===== src/rtl/eth_rx_event_irq.sv =====
// Per-type receive event counters with a coalescing interrupt.
// Register map is word-addressed; readback is combinational.
module eth_rx_event_irq #(
  parameter int NUM_TYPES   = 4,
  parameter int CNT_W       = 16,
  parameter int TIMEOUT_CYC = 1024
) (
  input  logic                 i_rx_clk,
  input  logic                 i_cmd_rst_n,
  input  logic [NUM_TYPES-1:0] i_evt,
  input  logic                 i_reg_wr,
  input  logic [3:0]           i_reg_addr,
  input  logic [31:0]          i_reg_wdata,
  output logic [31:0]          o_reg_rdata,
  output logic                 o_irq,
  output logic                 o_irq_pulse,
  output logic [7:0]           o_led
);

  localparam int TW = $clog2(TIMEOUT_CYC);
  localparam logic [TW-1:0] TMAX = TW'(TIMEOUT_CYC - 1);

  typedef enum logic [1:0] {
    S_IDLE,
    S_ACCUM,
    S_ASSERT
  } state_t;

  state_t               state;
  logic [NUM_TYPES-1:0] mask;
  logic [NUM_TYPES-1:0] status;
  logic [NUM_TYPES-1:0] status_nxt;
  logic [NUM_TYPES-1:0] mevt;
  logic [7:0]           thresh;
  logic [7:0]           thr_eff;
  logic [7:0]           pend;
  logic [7:0]           pend_nxt;
  logic [8:0]           pend_sum;
  logic [TW-1:0]        timer;
  logic [31:0]          total;
  logic [CNT_W-1:0]     cnt [NUM_TYPES];
  logic [3:0]           pop_all;
  logic [3:0]           pop_m;
  logic                 wr_mask;
  logic                 wr_stat;
  logic                 wr_thr;
  logic                 wr_clr;
  logic                 hit;
  logic                 mask_zero;
  logic                 irq;
  logic                 pulse;
  logic                 unused_wdata;

  function automatic logic [3:0] popcnt(input logic [7:0] v);
    logic [3:0] n;
    n = '0;
    for (int i = 0; i < 8; i++) n = n + 4'(v[i]);
    return n;
  endfunction

  assign unused_wdata = ^i_reg_wdata[30:8];

  assign wr_mask = i_reg_wr && (i_reg_addr == 4'd0);
  assign wr_stat = i_reg_wr && (i_reg_addr == 4'd1);
  assign wr_thr  = i_reg_wr && (i_reg_addr == 4'd2);
  assign wr_clr  = i_reg_wr && (i_reg_addr == 4'd3);

  assign mevt     = i_evt & mask;
  assign pop_all  = popcnt(8'(i_evt));
  assign pop_m    = popcnt(8'(mevt));
  assign pend_sum = {1'b0, pend} + 9'(pop_m);
  assign pend_nxt = pend_sum[8] ? 8'hFF : pend_sum[7:0];
  assign thr_eff  = (thresh == 8'd0) ? 8'd1 : thresh;
  assign hit      = pend_nxt >= thr_eff;

  // New masked events win over a same-cycle W1C of the same bit.
  assign status_nxt = (status
    & ~(wr_stat ? i_reg_wdata[NUM_TYPES-1:0] : '0)) | mevt;
  assign mask_zero = wr_mask && (i_reg_wdata[NUM_TYPES-1:0] == '0);

  always_ff @(posedge i_rx_clk or negedge i_cmd_rst_n) begin
    if (!i_cmd_rst_n) begin
      mask   <= '1;
      status <= '0;
      thresh <= 8'd1;
    end else begin
      status <= status_nxt;
      if (wr_mask) mask <= i_reg_wdata[NUM_TYPES-1:0];
      if (wr_thr) thresh <= i_reg_wdata[7:0];
    end
  end

  for (genvar k = 0; k < NUM_TYPES; k++) begin : g_cnt
    logic [CNT_W-1:0] base;
    assign base = (wr_clr && i_reg_wdata[k]) ? '0 : cnt[k];
    always_ff @(posedge i_rx_clk or negedge i_cmd_rst_n) begin
      if (!i_cmd_rst_n) cnt[k] <= '0;
      else if (i_evt[k] && (base != '1)) cnt[k] <= base + 1'b1;
      else cnt[k] <= base;
    end
  end

  always_ff @(posedge i_rx_clk or negedge i_cmd_rst_n) begin
    if (!i_cmd_rst_n) total <= '0;
    else if (wr_clr && i_reg_wdata[31]) total <= 32'(pop_all);
    else total <= total + 32'(pop_all);
  end

  always_ff @(posedge i_rx_clk or negedge i_cmd_rst_n) begin
    if (!i_cmd_rst_n) begin
      state <= S_IDLE;
      pend  <= '0;
      timer <= '0;
      irq   <= 1'b0;
      pulse <= 1'b0;
    end else begin
      pulse <= 1'b0;
      unique case (state)
        S_IDLE: begin
          if (|mevt) begin
            pend  <= pend_nxt;
            timer <= '0;
            if (hit) begin
              state <= S_ASSERT;
              irq   <= 1'b1;
              pulse <= 1'b1;
            end else begin
              state <= S_ACCUM;
            end
          end
        end
        S_ACCUM: begin
          if ((status_nxt == '0) && mask_zero) begin
            state <= S_IDLE;
            pend  <= '0;
            timer <= '0;
          end else begin
            pend  <= pend_nxt;
            timer <= timer + 1'b1;
            if (hit || (timer == TMAX)) begin
              state <= S_ASSERT;
              irq   <= 1'b1;
              pulse <= 1'b1;
            end
          end
        end
        S_ASSERT: begin
          if (status_nxt == '0) begin
            state <= S_IDLE;
            pend  <= '0;
            timer <= '0;
            irq   <= 1'b0;
          end else begin
            pend <= pend_nxt;
          end
        end
        default: begin
          state <= S_IDLE;
          irq   <= 1'b0;
        end
      endcase
    end
  end

  always_comb begin
    o_reg_rdata = '0;
    unique case (1'b1)
      i_reg_addr == 4'd0:  o_reg_rdata = 32'(mask);
      i_reg_addr == 4'd1:  o_reg_rdata = 32'(status);
      i_reg_addr == 4'd2:  o_reg_rdata = 32'(thresh);
      i_reg_addr == 4'd15: o_reg_rdata = total;
      default: begin
        for (int k = 0; k < NUM_TYPES; k++)
          if (i_reg_addr == 4'(k + 4)) o_reg_rdata = 32'(cnt[k]);
      end
    endcase
  end

  assign o_irq       = irq;
  assign o_irq_pulse = pulse;
  assign o_led       = total[7:0];

endmodule


===== config.mk =====
export PLATFORM = sky130hd
export DESIGN_NAME = eth_rx_event_irq
export DESIGN_NICKNAME = d
export VERILOG_FILES = /design/src/rtl/eth_rx_event_irq.sv
export SDC_FILE = /design/constraint.sdc
export NUM_CORES = 1
export LEC_CHECK = 0
export ABC_CLOCK_PERIOD_IN_PS = 6200
export CORE_UTILIZATION = 50
export CTS_CLUSTER_SIZE = 12
export DETAILED_ROUTE_END_ITERATION = 16
export HOLD_SLACK_MARGIN = 0.1
export PLACE_DENSITY = 0.78
export SETUP_SLACK_MARGIN = 0.2
export SLEW_MARGIN = 15
export SYNTH_ARGS = -nofsm -noshare
export SYNTH_HDL_FRONTEND = slang
export SYNTH_SLANG_ARGS = --single-unit

===== constraint.sdc =====
create_clock -name i_rx_clk -period 6.2 [get_ports i_rx_clk]
set_input_delay 1.86 -clock i_rx_clk [delete_from_list [all_inputs] [get_ports i_rx_clk]]
set_output_delay 1.86 -clock i_rx_clk [all_outputs]
set_load 0.01 [all_outputs]

== After elaboration in Yosys (flattened, before gate mapping) ==
Cells that the tools add are included.
Storage, ports and cells
  bits in registers: 134
  latch bits: 0
  memory bits (writable): 0
  ROM bits: 0
  input bits: 43
  output and inout bits: 42
  logic and storage cells: 121
  memories: 0
Operators by class
  add/sub/neg operators: 13
  multiply operators: 0
  div/mod/pow operators: 0
  $lt $le $gt $ge: 1
  equal/unequal tests: 21
  shifts and indexed selects: 0
  mux-type cells: 42
  bitwise logic cells: 4
  reductions and logical operators: 27
Operator list (count)
  two-way mux 16 bit: 9
  two-way mux 32 bit: 4
  case mux 32 bit (4 select lines): 1
  adder 16 x 1 -> 16 bit, second input constant: 4
  inequality test 16 bit, second input constant: 4
  two-way mux 8 bit: 5
  adder 32 x 4 -> 32 bit: 1
  two-way mux 10 bit: 3
  case mux 10 bit (3 select lines): 1
  case mux 8 bit (3 select lines): 1
  == test 4 x 3 -> 1 bit, second input constant: 4
  logical AND 1 bit: 15
  zero test 4 bit: 3
  adder 10 x 1 -> 10 bit, second input constant: 1
  == test 10 bit, second input constant: 1
  two-way mux 2 bit: 5
  inequality test 2 bit, second input constant: 5
  adder 8 x 4 -> 9 bit: 1
  two-way mux 1 bit: 9
  adder 3 x 1 -> 4 bit: 2
  AND 4 bit: 2
  == test 4 x 2 -> 1 bit, second input constant: 2
  >= comparator 8 bit: 1
  zero test 8 bit: 1
  other kinds (20): 23

== Depth between registers and ports, before layout ==
  word-level depth: 11
  gate-level depth with buffers: 16
  gate-level depth less buffers: 16

== Worst setup path after synthesis ==
Ideal clock, no wire load.
  kind: in2out
  start: input port i_reg_addr[0]
  end: output port o_reg_rdata[4]
  arrival: 3.537 ns
  required time: 4.340 ns
  path slack: 0.803 ns
  cell stages on the path: 5
  path buffers: 2
  cell sequence: buf_2 -> buf_1 -> mux4_2 -> a222oi_1 -> inv_1
On the way
  word-level cells in the longest chain between the ends: 6
  elaborated cells between the ends (all ways): 13
  those cells by class: eq/ne (7); mux (5); reduce/logical (1)
RTL lines
  from (decl): line 12  | input logic [3:0] i_reg_addr,
  == test 4 x 3 -> 1 bit: line 174  | if (i_reg_addr == 4'(k + 4)) o_reg_rdata = 32'(cnt[k]);
  two-way mux 16 bit: line 174
  two-way mux 32 bit (3 in a row): line 174
  case mux 32 bit (4 select lines) (*): line 167  | unique case (1'b1)
  to (decl): line 14  | output logic [31:0] o_reg_rdata,
Mark *: on every way between the ends. The rest lies on a longest branch, timed or not.

== Final worst setup path ==
  start: input port i_reg_addr[3]
  end: output port o_reg_rdata[0]
Same word-level chain as after synthesis.

==> summary.md <==
| Metric | Value |
|---|---|
| Status | `complete, no violations` |
| Crit path kind | `input port to primary output` |
| Area delta synth->final | `19.9%` |
| Filler cells | `1283` |
| Antenna diode count | `0` |
| Worst EP arrival | `around 4100 ps` |
| Data required, critical path | `~4300 ps` |
| Final instance area | `around 0.01 mm²` |
| Achievable Freq | `between 150 and 200 MHz` |
| Power after layout | `between 3 and 4 mW` |
| Routability Congestion | `0.877` |
| Share of layout cells above drive strength 1 | `0.126` |
| Initial antenna violation count | `0` |
| Setup violations, final | `0` |
| Synth area leaders | `dfrtp_1 (40%), xor2_1 (5.6%), nand2_1 (4.3%), nor2_1 (4.0%), mux4_2 (3.9%)` |
| Crit. path cell count | `6` |
| Post-DP HPWL | `roughly 15000 µm` |
| Synth area leader | `dfrtp_1` |
| WHS | `roughly 480 ps` |
| Fraction of registers with async set/reset | `1.00` |
| YS warnings | `0` |
| Average wire per standard cell | `between 15 and 20 µm` |
| Total GRT Usage | `0.262` |
| Final Hold Viols | `0` |
| Tightest Pin Transition | `about 920 ps` |
| Drt first pass iters | `5` |
| Post-DRT Antenna Nets | `0` |
| EDFF count, synth | `0` |
| Slew headroom | `0.387` |
| Clk sink count | `around 130` |
| Worst skew pair latency | `approximately 430 ps` |
| Die Area | `0.0168 mm²` |
| RSZ-0062 raised after global routing | `false` |
| Initial cell density of the core | `0.511` |
| Crit path buffers/inverters | `2` |
| Crit-path max FO | `14` |
| Vias in the first global route | `between 6000 and 7000` |
| CP max stage delay | `between 600 and 700 ps` |
| Syn Nets | `between 900 and 1000` |
| Chip Height | `about 130 µm` |
| # rows | `46` |
| # DRC | `0` |
| 1st-iter DRT viols | `about 690` |
| Drt via density | `a little under 6` |
| NumNets Final | `989` |
| Placed inst area | `0.00902 mm²` |
| LEAKAGE | `approximately 4.2 nW` |
| #FFs+latches synth | `roughly 130` |
| Mean Syn Cell Area | `9.55 µm²` |
| Slew Viols, Final | `0` |
| CTS tree | `done` |
| Setup TNS | `0 ps` |
| I/O pins | `between 80 and 90` |
| RR Startpoint | `mask[0]` |
| First-pass GRT wire length | `roughly 33000 µm` |
| Post-Synthesis Cells | `~850` |
| Netlist cell types | `between 60 and 70` |
| Clock Tree Root | `clkbuf_16` |
| Clock Path Buffers | `2` |
| VDD IR max | `between 200 and 300 µV` |
| Delay-heaviest family, CP | `buffers and inverters` |
| Post-synthesis sequential area ratio | `0.413` |
| Die W | `129 µm` |
| Overflow after GRT | `0` |
| Final core utilization | `0.613` |
| Final worst path period share | `0.954` |
| Area share of the leading cell type in the synthesized netlist | `0.397` |
| Max Cap Viol | `0` |
| Commonest cells post-synth | `dfrtp_1 (129), nand2_1 (94), nor2_1 (87), xor2_1 (52), nand3_1 (41)` |
| Crit. Startpoint | `i_reg_addr[3]` |
| Worst R2R Path Depth | `17` |
| H-tree Lvls | `4` |
| Largest net degree at the start of global routing | `between 90 and 100` |
| Total Routed Length | `20600 µm` |
| Worst clock skew | `9.11 ps` |
| Critical path capture point type | `primary output` |
| Core Box Area | `approximately 0.016 mm²` |
| Ys flop type | `dfrtp_1` |
| Netlist Area Pre-Place | `0.00813 mm²` |
| Worst-path clk slew | `about 50 ps` |
| CP endpoint | `o_reg_rdata[0]` |
| I/O Buffers | `~60` |
| Flop2flop setup slack | `1890 ps` |
| Post-CTS Setup Bufs | `0` |
| Num CTS Buffers | `17` |
| R2r endpoint | `o_irq_pulse` |
| Slowest-stage cell, CP | `clkdlybuf4s50_1` |
| Top-count cell post-synth | `dfrtp_1` |
| Critical path's most frequent cell | `clkdlybuf4s50_1` |
| Final min period | `~5900 ps` |
| Via count | `about 6600` |
| Worst path cell trace | `clkdlybuf4s50_1 -> or2_2 -> mux4_2 -> nor2b_1 -> nor3_1 -> clkdlybuf4s50_1` |
| Power per Cell Area | `about 350 mW/mm²` |
| Startpoint types | `input port` |
| Hold WC Path Type | `register to register` |
area by class of cell:
| type | count | area (µm²) | area share |
|---|---|---|---|
| Multi-Input combinational cell | 645 | 4450 | 0.457 |
| Timing Repair Buffer | 86 | 837 | 0.0859 |
| Sequential cell | 134 | 3360 | 0.345 |
| Clock buffer | 19 | 443 | 0.0455 |
| Tap cell | 216 | 270 | 0.0277 |
| Inverter | 34 | 128 | 0.0131 |
| Clock inverter | 13 | 251 | 0.0258 |
repair_timing:
action,4_1_cts,5_1_grt
resized for setup,0,3
hold buffers,0,0
endpoints found under the setup margin,0,24
cells in the final DEF (no fill, tap or decap), drive strengths merged, types with 6 or more instances in the layout:
| master | count |
|---|---|
| ha | 23 |
| bufinv | 7 |
| nor2b | 9 |
| o21ai | 47 |
| a222oi | 6 |
| mux2 | 14 |
| nand3 | 43 |
| and2 | 29 |
| clkbuf | 20 |
| buf | 25 |
| nor3 | 21 |
| and3 | 19 |
| a22o | 9 |
| o31ai | 12 |
| and4 | 12 |
| xor2 | 52 |
| inv | 34 |
| mux4 | 15 |
| nand4 | 23 |
| clkdlybuf4s50 | 57 |
| nand2 | 95 |
| nor2 | 87 |
| a21oi | 19 |
| dfrtp | 129 |
| nand2b | 11 |
| xnor2 | 28 |
| or3 | 13 |
report_power, final:
| group | internal [mW] | switching, mW | leakage, nW |
|---|---|---|---|
| Combinational | 0.444 | 0.517 | 2.13 |
| Clock | 0.804 | 0.389 | 0.329 |
| Sequential | 1.04 | 0.231 | 1.76 |
| Total | 2.29 | 1.14 | 4.21 |
metal layers:
layer,global-route usage,wire length [µm],vias to the layer above
met5,0,0,-
met4,0.0807,410,0
met3,0.0656,1430,32
met2,0.429,9870,233
met1,0.344,8840,3248
li1,-,-,3130
worst min path at each step:
stage / start / end / slack [ps] / depth (start not counted)
floorplan: pend[0] / pend[0] / 450 / 2
global placement: pend[0] / pend[0] / 460 / 2
detailed placement: pend[0] / pend[0] / 470 / 2
CTS: pend[0] / pend[0] / 480 / 2
global route: pend[0] / pend[0] / 520 / 2
finish: pend[0] / pend[0] / 480 / 2
cell families after synthesis:
kind of cell,Yosys count,synth area share
AO/OA/AOI/OAI,120,0.103
XOR/XNOR,80,0.0862
adder cells (fa/ha/maj),28,0.0477
buffers and inverters,72,0.0383
flip-flops,134,0.413
multiplexers,33,0.0664
AND/OR/NAND/NOR,384,0.245
sequential cells by signal (all words and copies together) (netlist names):
register,flops
total,32
timer,10
mask,4
cnt,64
thresh,8
state,2
pend,8
o_irq_pulse,1
status,4
o_irq,1
metrics by stage:
stage / cells / setup WS (ps)
2_1_floorplan: 851 / 803
3_3_place_gp: 1114 / 112
3_5_place_dp: 1114 / 101
4_1_cts: 1146 / 227
5_1_grt: 1147 / 206
6_report: 1147 / 284
worst min-delay path, cell delays in order (launching register included):
cell	delay (ps)
dfrtp_1	340
nand2_1	50
o31ai_1	60
Power figures use the tool's default switching activity.
